[config.mk]
export PLATFORM = sky130hd
export DESIGN_NAME = axi_read
export DESIGN_NICKNAME = d
export VERILOG_FILES = /design/src/rtl/axi_pkg.sv /design/src/rtl/sync_fifo.sv /design/src/rtl/axi_read.sv
export SDC_FILE = /design/constraint.sdc
export NUM_CORES = 2
export LEC_CHECK = 0
export ABC_AREA = 1
export BUFFER_PORTS_ARGS = -buffer_cell sky130_fd_sc_hd__buf_2
export CAP_MARGIN = 20
export CELL_PAD_IN_SITES_DETAIL_PLACEMENT = 0
export CELL_PAD_IN_SITES_GLOBAL_PLACEMENT = 1
export CORE_MARGIN = 2
export CORE_UTILIZATION = 35
export DETAILED_ROUTE_END_ITERATION = 8
export PLACE_DENSITY_LB_ADDON = 0.1
export REMOVE_ABC_BUFFERS = 1
export SYNTH_ARGS = -nofsm -noshare
export SYNTH_HDL_FRONTEND = slang
export SYNTH_SLANG_ARGS = --single-unit
export TNS_END_PERCENT = 10
[constraint.sdc]
create_clock -name m_axi_aclk -period 9.95 [get_ports m_axi_aclk]
set_input_delay 1.99 -clock m_axi_aclk [delete_from_list [all_inputs] [get_ports m_axi_aclk]]
set_output_delay 1.99 -clock m_axi_aclk [all_outputs]
set_load 0.01 [all_outputs]
[src/rtl/axi_pkg.sv]
// Shared constants, FSM encoding and helpers for the AXI read master.
package axi_pkg;

  localparam logic [1:0] BURST_INCR  = 2'b01;
  localparam logic [1:0] RESP_OKAY   = 2'b00;
  localparam logic [3:0] AXCACHE_DEF = 4'd3;

  typedef enum logic [2:0] {
    S_IDLE,
    S_ADDR,
    S_DATA,
    S_NEXT,
    S_DONE
  } rd_state_t;

  // ceil(log2(n)); 0 for n <= 1
  function automatic int clogb2(input int n);
    int r;
    r = 0;
    while ((1 << r) < n) r++;
    return r;
  endfunction

endpackage

[src/rtl/sync_fifo.sv]
// Synchronous FIFO with a registered output stage; an empty FIFO forwards a
// write straight into the output register so it is visible the next cycle.
module sync_fifo
  import axi_pkg::*;
#(
  parameter int WIDTH = 65,
  parameter int DEPTH = 32,
  parameter int AW    = clogb2(DEPTH)
) (
  input  logic             clk,
  input  logic             rst,
  input  logic             wr_en,
  input  logic [WIDTH-1:0] wr_data,
  input  logic             rd_en,
  output logic [WIDTH-1:0] rd_data,
  output logic             rd_valid,
  output logic             full,
  output logic             empty,
  output logic [AW:0]      count
);

  logic [WIDTH-1:0] mem [DEPTH];
  logic [AW-1:0]    wptr, rptr;
  logic [AW:0]      mem_cnt;
  logic             load, mem_empty, bypass, mem_wr, mem_rd;

  always_comb begin
    mem_empty = (mem_cnt == '0);
    load      = !rd_valid || rd_en;
    bypass    = load && mem_empty && wr_en;
    mem_wr    = wr_en && !bypass;
    mem_rd    = load && !mem_empty;
  end

  // the output register counts as one entry of capacity
  assign count = mem_cnt + {{AW{1'b0}}, rd_valid};
  assign full  = (count == (AW+1)'(DEPTH));
  assign empty = (count == '0);

  always_ff @(posedge clk or posedge rst) begin
    if (rst) begin
      wptr     <= '0;
      rptr     <= '0;
      mem_cnt  <= '0;
      rd_data  <= '0;
      rd_valid <= 1'b0;
    end else begin
      if (mem_wr) wptr <= wptr + AW'(1);
      if (mem_rd) rptr <= rptr + AW'(1);
      case ({mem_wr, mem_rd})
        2'b10:   mem_cnt <= mem_cnt + (AW+1)'(1);
        2'b01:   mem_cnt <= mem_cnt - (AW+1)'(1);
        default: ;
      endcase
      if (load) begin
        rd_valid <= bypass || mem_rd;
        if (mem_rd)      rd_data <= mem[rptr];
        else if (bypass) rd_data <= wr_data;
      end
    end
  end

  always_ff @(posedge clk) begin
    if (mem_wr) mem[wptr] <= wr_data;
  end

endmodule

[src/rtl/axi_read.sv]
// AXI4 read master: issues burst_num INCR bursts and streams the returned
// beats out as AXI-stream, tlast marking the end of each burst.
module axi_read
  import axi_pkg::*;
#(
  parameter int ADDR_WIDTH = 32,
  parameter int DATA_WIDTH = 64,
  parameter int AR_LEN     = 16,
  parameter int FIFO_DEPTH = 32
) (
  input  logic                  m_axi_aclk,
  input  logic                  m_axi_areset,
  input  logic                  start,
  input  logic [ADDR_WIDTH-1:0] base_addr,
  input  logic [15:0]           burst_num,
  output logic                  busy,
  output logic                  done,
  output logic                  rd_err,
  output logic [DATA_WIDTH-1:0] M_RD_tdata,
  output logic                  M_RD_tvalid,
  output logic                  M_RD_tlast,
  input  logic                  M_RD_tready,
  output logic                  m_axi_arid,
  output logic [ADDR_WIDTH-1:0] m_axi_araddr,
  output logic [7:0]            m_axi_arlen,
  output logic [2:0]            m_axi_arsize,
  output logic [1:0]            m_axi_arburst,
  output logic                  m_axi_arlock,
  output logic [3:0]            m_axi_arcache,
  output logic [2:0]            m_axi_arprot,
  output logic [3:0]            m_axi_arqos,
  output logic                  m_axi_arvalid,
  input  logic                  m_axi_arready,
  input  logic                  m_axi_rid,
  input  logic [DATA_WIDTH-1:0] m_axi_rdata,
  input  logic [1:0]            m_axi_rresp,
  input  logic                  m_axi_rlast,
  input  logic                  m_axi_rvalid,
  output logic                  m_axi_rready
);

  localparam int CW = clogb2(FIFO_DEPTH) + 1;
  localparam logic [ADDR_WIDTH-1:0] BURST_BYTES = ADDR_WIDTH'(AR_LEN * DATA_WIDTH / 8);
  localparam logic [7:0]    LAST_BEAT = 8'(AR_LEN - 1);
  localparam logic [CW-1:0] CRED_LEN  = CW'(AR_LEN);
  localparam logic [CW-1:0] CRED_MAX  = CW'(FIFO_DEPTH - AR_LEN);

  rd_state_t               state, state_n;
  logic [ADDR_WIDTH-1:0]   addr;
  logic [15:0]             remaining;
  logic [7:0]              beat_cnt;
  logic [CW-1:0]           credits;
  logic                    ar_hs, r_hs, last_beat, space_ok, pop, r_bad;
  logic                    fifo_full, fifo_empty;
  logic [DATA_WIDTH:0]     fifo_rd;
  logic [CW-1:0]           unused_fifo_count;
  logic                    unused_rid;

  assign m_axi_arid    = 1'b0;
  assign m_axi_arlen   = LAST_BEAT;
  assign m_axi_arsize  = 3'(clogb2(DATA_WIDTH / 8));
  assign m_axi_arburst = BURST_INCR;
  assign m_axi_arlock  = 1'b0;
  assign m_axi_arcache = AXCACHE_DEF;
  assign m_axi_arprot  = 3'd0;
  assign m_axi_arqos   = 4'd0;
  assign unused_rid    = m_axi_rid;

  assign ar_hs     = m_axi_arvalid && m_axi_arready;
  assign r_hs      = m_axi_rvalid && m_axi_rready;
  assign last_beat = (beat_cnt == LAST_BEAT);
  assign pop       = M_RD_tvalid && M_RD_tready;
  assign r_bad     = (m_axi_rresp != RESP_OKAY) || (m_axi_rlast != last_beat);
  // credits cover in-flight plus resident beats, so they alone bound the FIFO
  assign space_ok  = (credits <= CRED_MAX);

  assign M_RD_tdata = fifo_rd[DATA_WIDTH:1];
  assign M_RD_tlast = fifo_rd[0];

  always_ff @(posedge m_axi_aclk or posedge m_axi_areset) begin
    if (m_axi_areset) state <= S_IDLE;
    else              state <= state_n;
  end

  always_comb begin
    state_n = state;
    case (state)
      S_IDLE: if (start) state_n = (burst_num == 16'd0) ? S_DONE : S_ADDR;
      S_ADDR: if (ar_hs) state_n = S_DATA;
      S_DATA: if (r_hs && last_beat) state_n = S_NEXT;
      S_NEXT: state_n = (remaining == 16'd1) ? S_DONE : S_ADDR;
      S_DONE: if (fifo_empty) state_n = S_IDLE;
      default: state_n = S_IDLE;
    endcase
  end

  always_comb begin
    m_axi_rready = (state == S_DATA) && !fifo_full;
  end

  always_ff @(posedge m_axi_aclk or posedge m_axi_areset) begin
    if (m_axi_areset) begin
      addr          <= '0;
      remaining     <= '0;
      beat_cnt      <= '0;
      credits       <= '0;
      m_axi_arvalid <= 1'b0;
      m_axi_araddr  <= '0;
      busy          <= 1'b0;
      done          <= 1'b0;
      rd_err        <= 1'b0;
    end else begin
      done <= 1'b0;
      case (state)
        S_IDLE: if (start) begin
          addr      <= base_addr;
          remaining <= burst_num;
          rd_err    <= 1'b0;
          busy      <= (burst_num != 16'd0);
        end
        S_ADDR: begin
          if (!m_axi_arvalid && space_ok) begin
            m_axi_arvalid <= 1'b1;
            m_axi_araddr  <= addr;
          end else if (ar_hs) begin
            m_axi_arvalid <= 1'b0;
          end
          beat_cnt <= '0;
        end
        S_DATA: if (r_hs) begin
          beat_cnt <= last_beat ? 8'd0 : beat_cnt + 8'd1;
          if (r_bad) rd_err <= 1'b1;
        end
        S_NEXT: begin
          remaining <= remaining - 16'd1;
          addr      <= addr + BURST_BYTES;
        end
        S_DONE: if (fifo_empty) begin
          done <= 1'b1;
          busy <= 1'b0;
        end
        default: ;
      endcase

      case ({ar_hs, pop})
        2'b10:   credits <= credits + CRED_LEN;
        2'b01:   credits <= credits - CW'(1);
        2'b11:   credits <= credits + CRED_LEN - CW'(1);
        default: ;
      endcase
    end
  end

  sync_fifo #(
    .WIDTH (DATA_WIDTH + 1),
    .DEPTH (FIFO_DEPTH)
  ) u_fifo (
    .clk      (m_axi_aclk),
    .rst      (m_axi_areset),
    .wr_en    (r_hs),
    .wr_data  ({m_axi_rdata, last_beat}),
    .rd_en    (pop),
    .rd_data  (fifo_rd),
    .rd_valid (M_RD_tvalid),
    .full     (fifo_full),
    .empty    (fifo_empty),
    .count    (unused_fifo_count)
  );

endmodule

==> flow_summary.json <==
{
  "cts_hold_buf": 0,
  "dp_hpwl_mm": 146,
  "crit_start": "u_fifo.mem_cnt[0]",
  "postCtsResizedCells": 0,
  "synth_edf_count": 2080,
  "powerDensity_nw_per_um2": 280,
  "final.min_clock_period_ps": 4600,
  "ys_ff_latch": 2263,
  "drt-initial-drc-count": 4650,
  "setup_ws_ps": 5350,
  "leakage_nw": 42.7,
  "yosysTopAreaCellShare_pct": 65.2,
  "slowest_stage": "dfrtp_1",
  "die_area_um2": 278000,
  "crit-reg2reg-launch": "u_fifo.rptr[2]",
  "fp.dieW_um": 527,
  "start_util_pct": 35.1,
  "cts_made_buffers": 271,
  "crit_type": "register to output pin",
  "synth_area_leader_cell": "edfxtp_1",
  "ir_drop_v": 0.000280,
  "core_area_um2": 273000,
  "ys_seq_area_share_pct": 70.0,
  "yosys_warnings": 0,
  "ys_top_cells_by_area": "edfxtp_1, nand2_1, nand3_1",
  "worst_setup_path_end_kind": "output pin",
  "grt_usage_pct": 21.3,
  "worstMarginPinSlew_ps": 1150,
  "slew_headroom_pct": 23.4,
  "antenna_found_initial": 18,
  "min_path_cells": 2,
  "htree_levels": 5,
  "row_count": 192,
  "gp_congestion": 0.742,
  "drv_cap": 0,
  "syn_area_um2": 95800,
  "min_from": "m_axi_araddr[6]",
  "synthFlopType": "edfxtp_1",
  "finalWirelength_mm": 301,
  "crit_buf_inv": 2,
  "drv_slew": 0,
  "grt_pass1_wl_mm": 438,
  "worstHoldEndpoint": "m_axi_araddr[6]",
  "cts_tree": "yes",
  "viasPerCell": 4.94,
  "area_growth_pct": 13.5,
  "clock-root-buffer": "clkbuf_16",
  "status": "complete, no violations",
  "clk_latency_ps": 890,
  "final-setup-viol-count": 0,
  "period_share_pct": 46.2,
  "grt_max_degree": 176,
  "setup_tns_ps": 0,
  "route.detailed.drc": 0,
  "grt_pass1_vias": 62600,
  "worstPathCellList": "ha_1 -> ha_1 -> inv_1 -> nand2_1 -> nor2_1 -> nand3_1 -> nor2_1 -> nor2_2 -> buf_2",
  "synth_cell_types": 39,
  "async_flop_share_pct": 8.09,
  "fin_util_pct": 39.8,
  "start_kind": "register",
  "critical_path_required_ps": 7960,
  "boundaryPins": 251,
  "nets": 9340,
  "drtPass1Iterations": 6,
  "clk_path_buf_depth": 4,
  "place_ws_ps": 4930,
  "fmax_mhz": 218,
  "slowest_delay_ps": 460,
  "worstPathMaxFanout": 6,
  "synthCells": 9076,
  "vias": 64300,
  "arrival_ps": 2610,
  "postCtsSetupBuffers": 0,
  "rsz0062_at_grt": "false",
  "die_h_um": 527,
  "r2r_cells": 11,
  "ant_nets": 0,
  "hold_class": "register to register",
  "overflow": 0,
  "reg2reg_slack_ps": 5430,
  "clock_skew_ps": 54.6,
  "io_buffers": 223,
  "final_hold_viol_count": 0,
  "synth.avg_cell_area_um2": 10.6,
  "r2r_end": "u_fifo.rd_data[58]",
  "clk_pin_slew_ps": 60,
  "drt-wirelength-per-cell_um": 23.1,
  "cts.sinks": 2263,
  "drive_above_1_share_pct": 8.15,
  "path_delay_family": "simple AND/OR/NAND/NOR gates",
  "fillers": 26400
}
-- worst min-delay path, stage by stage (launching register included) --
cell     delay, ps
dfrtp_1        340
nand2_1         50
o21ai_0         60
-- cells in the final DEF, fill, tap and decap left out, drive strengths merged, types with 3 or more instances in the layout --
master,instances
xnor2,7
bufinv,9
o31ai,5
nor2,862
nand2,3040
nor3,45
nand4,16
a21oi,139
dfrtp,183
clkinvlp,4
o211ai,18
o21ai,350
inv,698
nor4,3
diode,6
ha,16
nand3,1046
xor2,26
clkbuf,383
buf,352
o22ai,8
conb,26
o221ai,8
clkinv,75
edfxtp,2080
-- registers in the layout (all words and copies together) (netlist names) --
signal	flops
m_axi_araddr	32
addr	32
u_fifo.mem_cnt	6
remaining	16
rd_err	1
m_axi_arvalid	1
credits	6
u_fifo.rd_valid	1
u_fifo.rptr	5
u_fifo.mem	2080
done	1
u_fifo.wptr	5
state	3
u_fifo.rd_data	65
beat_cnt	8
busy	1
-- worst max-delay path by stage --
stage | to | cells after the start | slack (ps)
floorplan | u_fifo.rd_data[10] | 11 | -46960
global placement | u_fifo.rd_data[62] | 9 | 4180
detailed placement | remaining[10] | 8 | 4930
CTS | u_fifo.rd_data[58] | 11 | 5190
global route | m_axi_rready | 8 | 5070
finish | m_axi_rready | 9 | 5350
-- cells by family (layout without fill, tap and decap cells) --
family | count (synthesis) | count (layout) | share of synthesized area, %
adder cells (fa/ha/maj) | 16 | 16 | 0.209
buffers and inverters | 1211 | 1521 | 5.38
AO/OA/AOI/OAI | 537 | 537 | 2.94
AND/OR/NAND/NOR | 5014 | 5014 | 21.2
XOR/XNOR | 33 | 33 | 0.302
other | 2 | 32 | 0.00784
flip-flops | 2263 | 2263 | 70.0
-- report_power, final --
part / total [mW] / internal [mW] / switching [mW]
Clock: 9.48 / 5.52 / 3.95
Combinational: 9.69 / 2.65 / 7.04
Sequential: 11.3 / 10.8 / 0.430
-- cells in the mapped netlist, types with 2 or more instances --
cell type,instances
nor3_1,43
buf_6,12
buf_4,54
nor2_1,858
buf_1,48
clkbuf_1,157
edfxtp_1,2080
a22oi_1,2
o211ai_1,18
o311ai_0,2
o21ai_1,22
xor2_1,26
nor3_2,2
clkinv_1,6
conb_1,2
dfrtp_1,183
nand3b_1,2
inv_1,670
nand2_1,3039
o221ai_1,8
nor2_2,3
o22ai_1,8
inv_2,12
buf_2,252
a21oi_1,139
o31ai_1,5
ha_1,16
nand4_1,16
nor4_1,3
nand3_1,1046
xnor2_1,7
o21ai_0,328
-- per-stage QoR --
stage          hold slack (ps)  instances  instance area [um^2]  total power, mW
2_1_floorplan              453       8577                 93300             18.0
3_3_place_gp               461      12500                100000             21.3
3_5_place_dp               472      12500                100000             21.3
4_1_cts                    486      13000                109000             30.9
5_1_grt                    498      13000                109000             32.4
6_report                   480      13000                109000             30.4
-- layout make-up --
cell class	count	area (um^2)	area share, %
multi-input combinational	5626	23900	22.0
timing repair buffer	352	2270	2.09
inverter	688	2640	2.43
sequential	2263	67100	61.7
antenna	6	15.0	0.0138
clock buffer	383	7540	6.94
clock inverter	98	786	0.723
tap	3589	4490	4.13
-- metal layers --
metal	GRT usage, %	vias up	routed length, um
li1	-	30500	-
met1	29.2	32000	137000
met2	36.1	1422	144000
met3	2.66	377	13800
met4	4.71	6	5930
met5	0	-	37
Power figures use the tool's default switching activity.
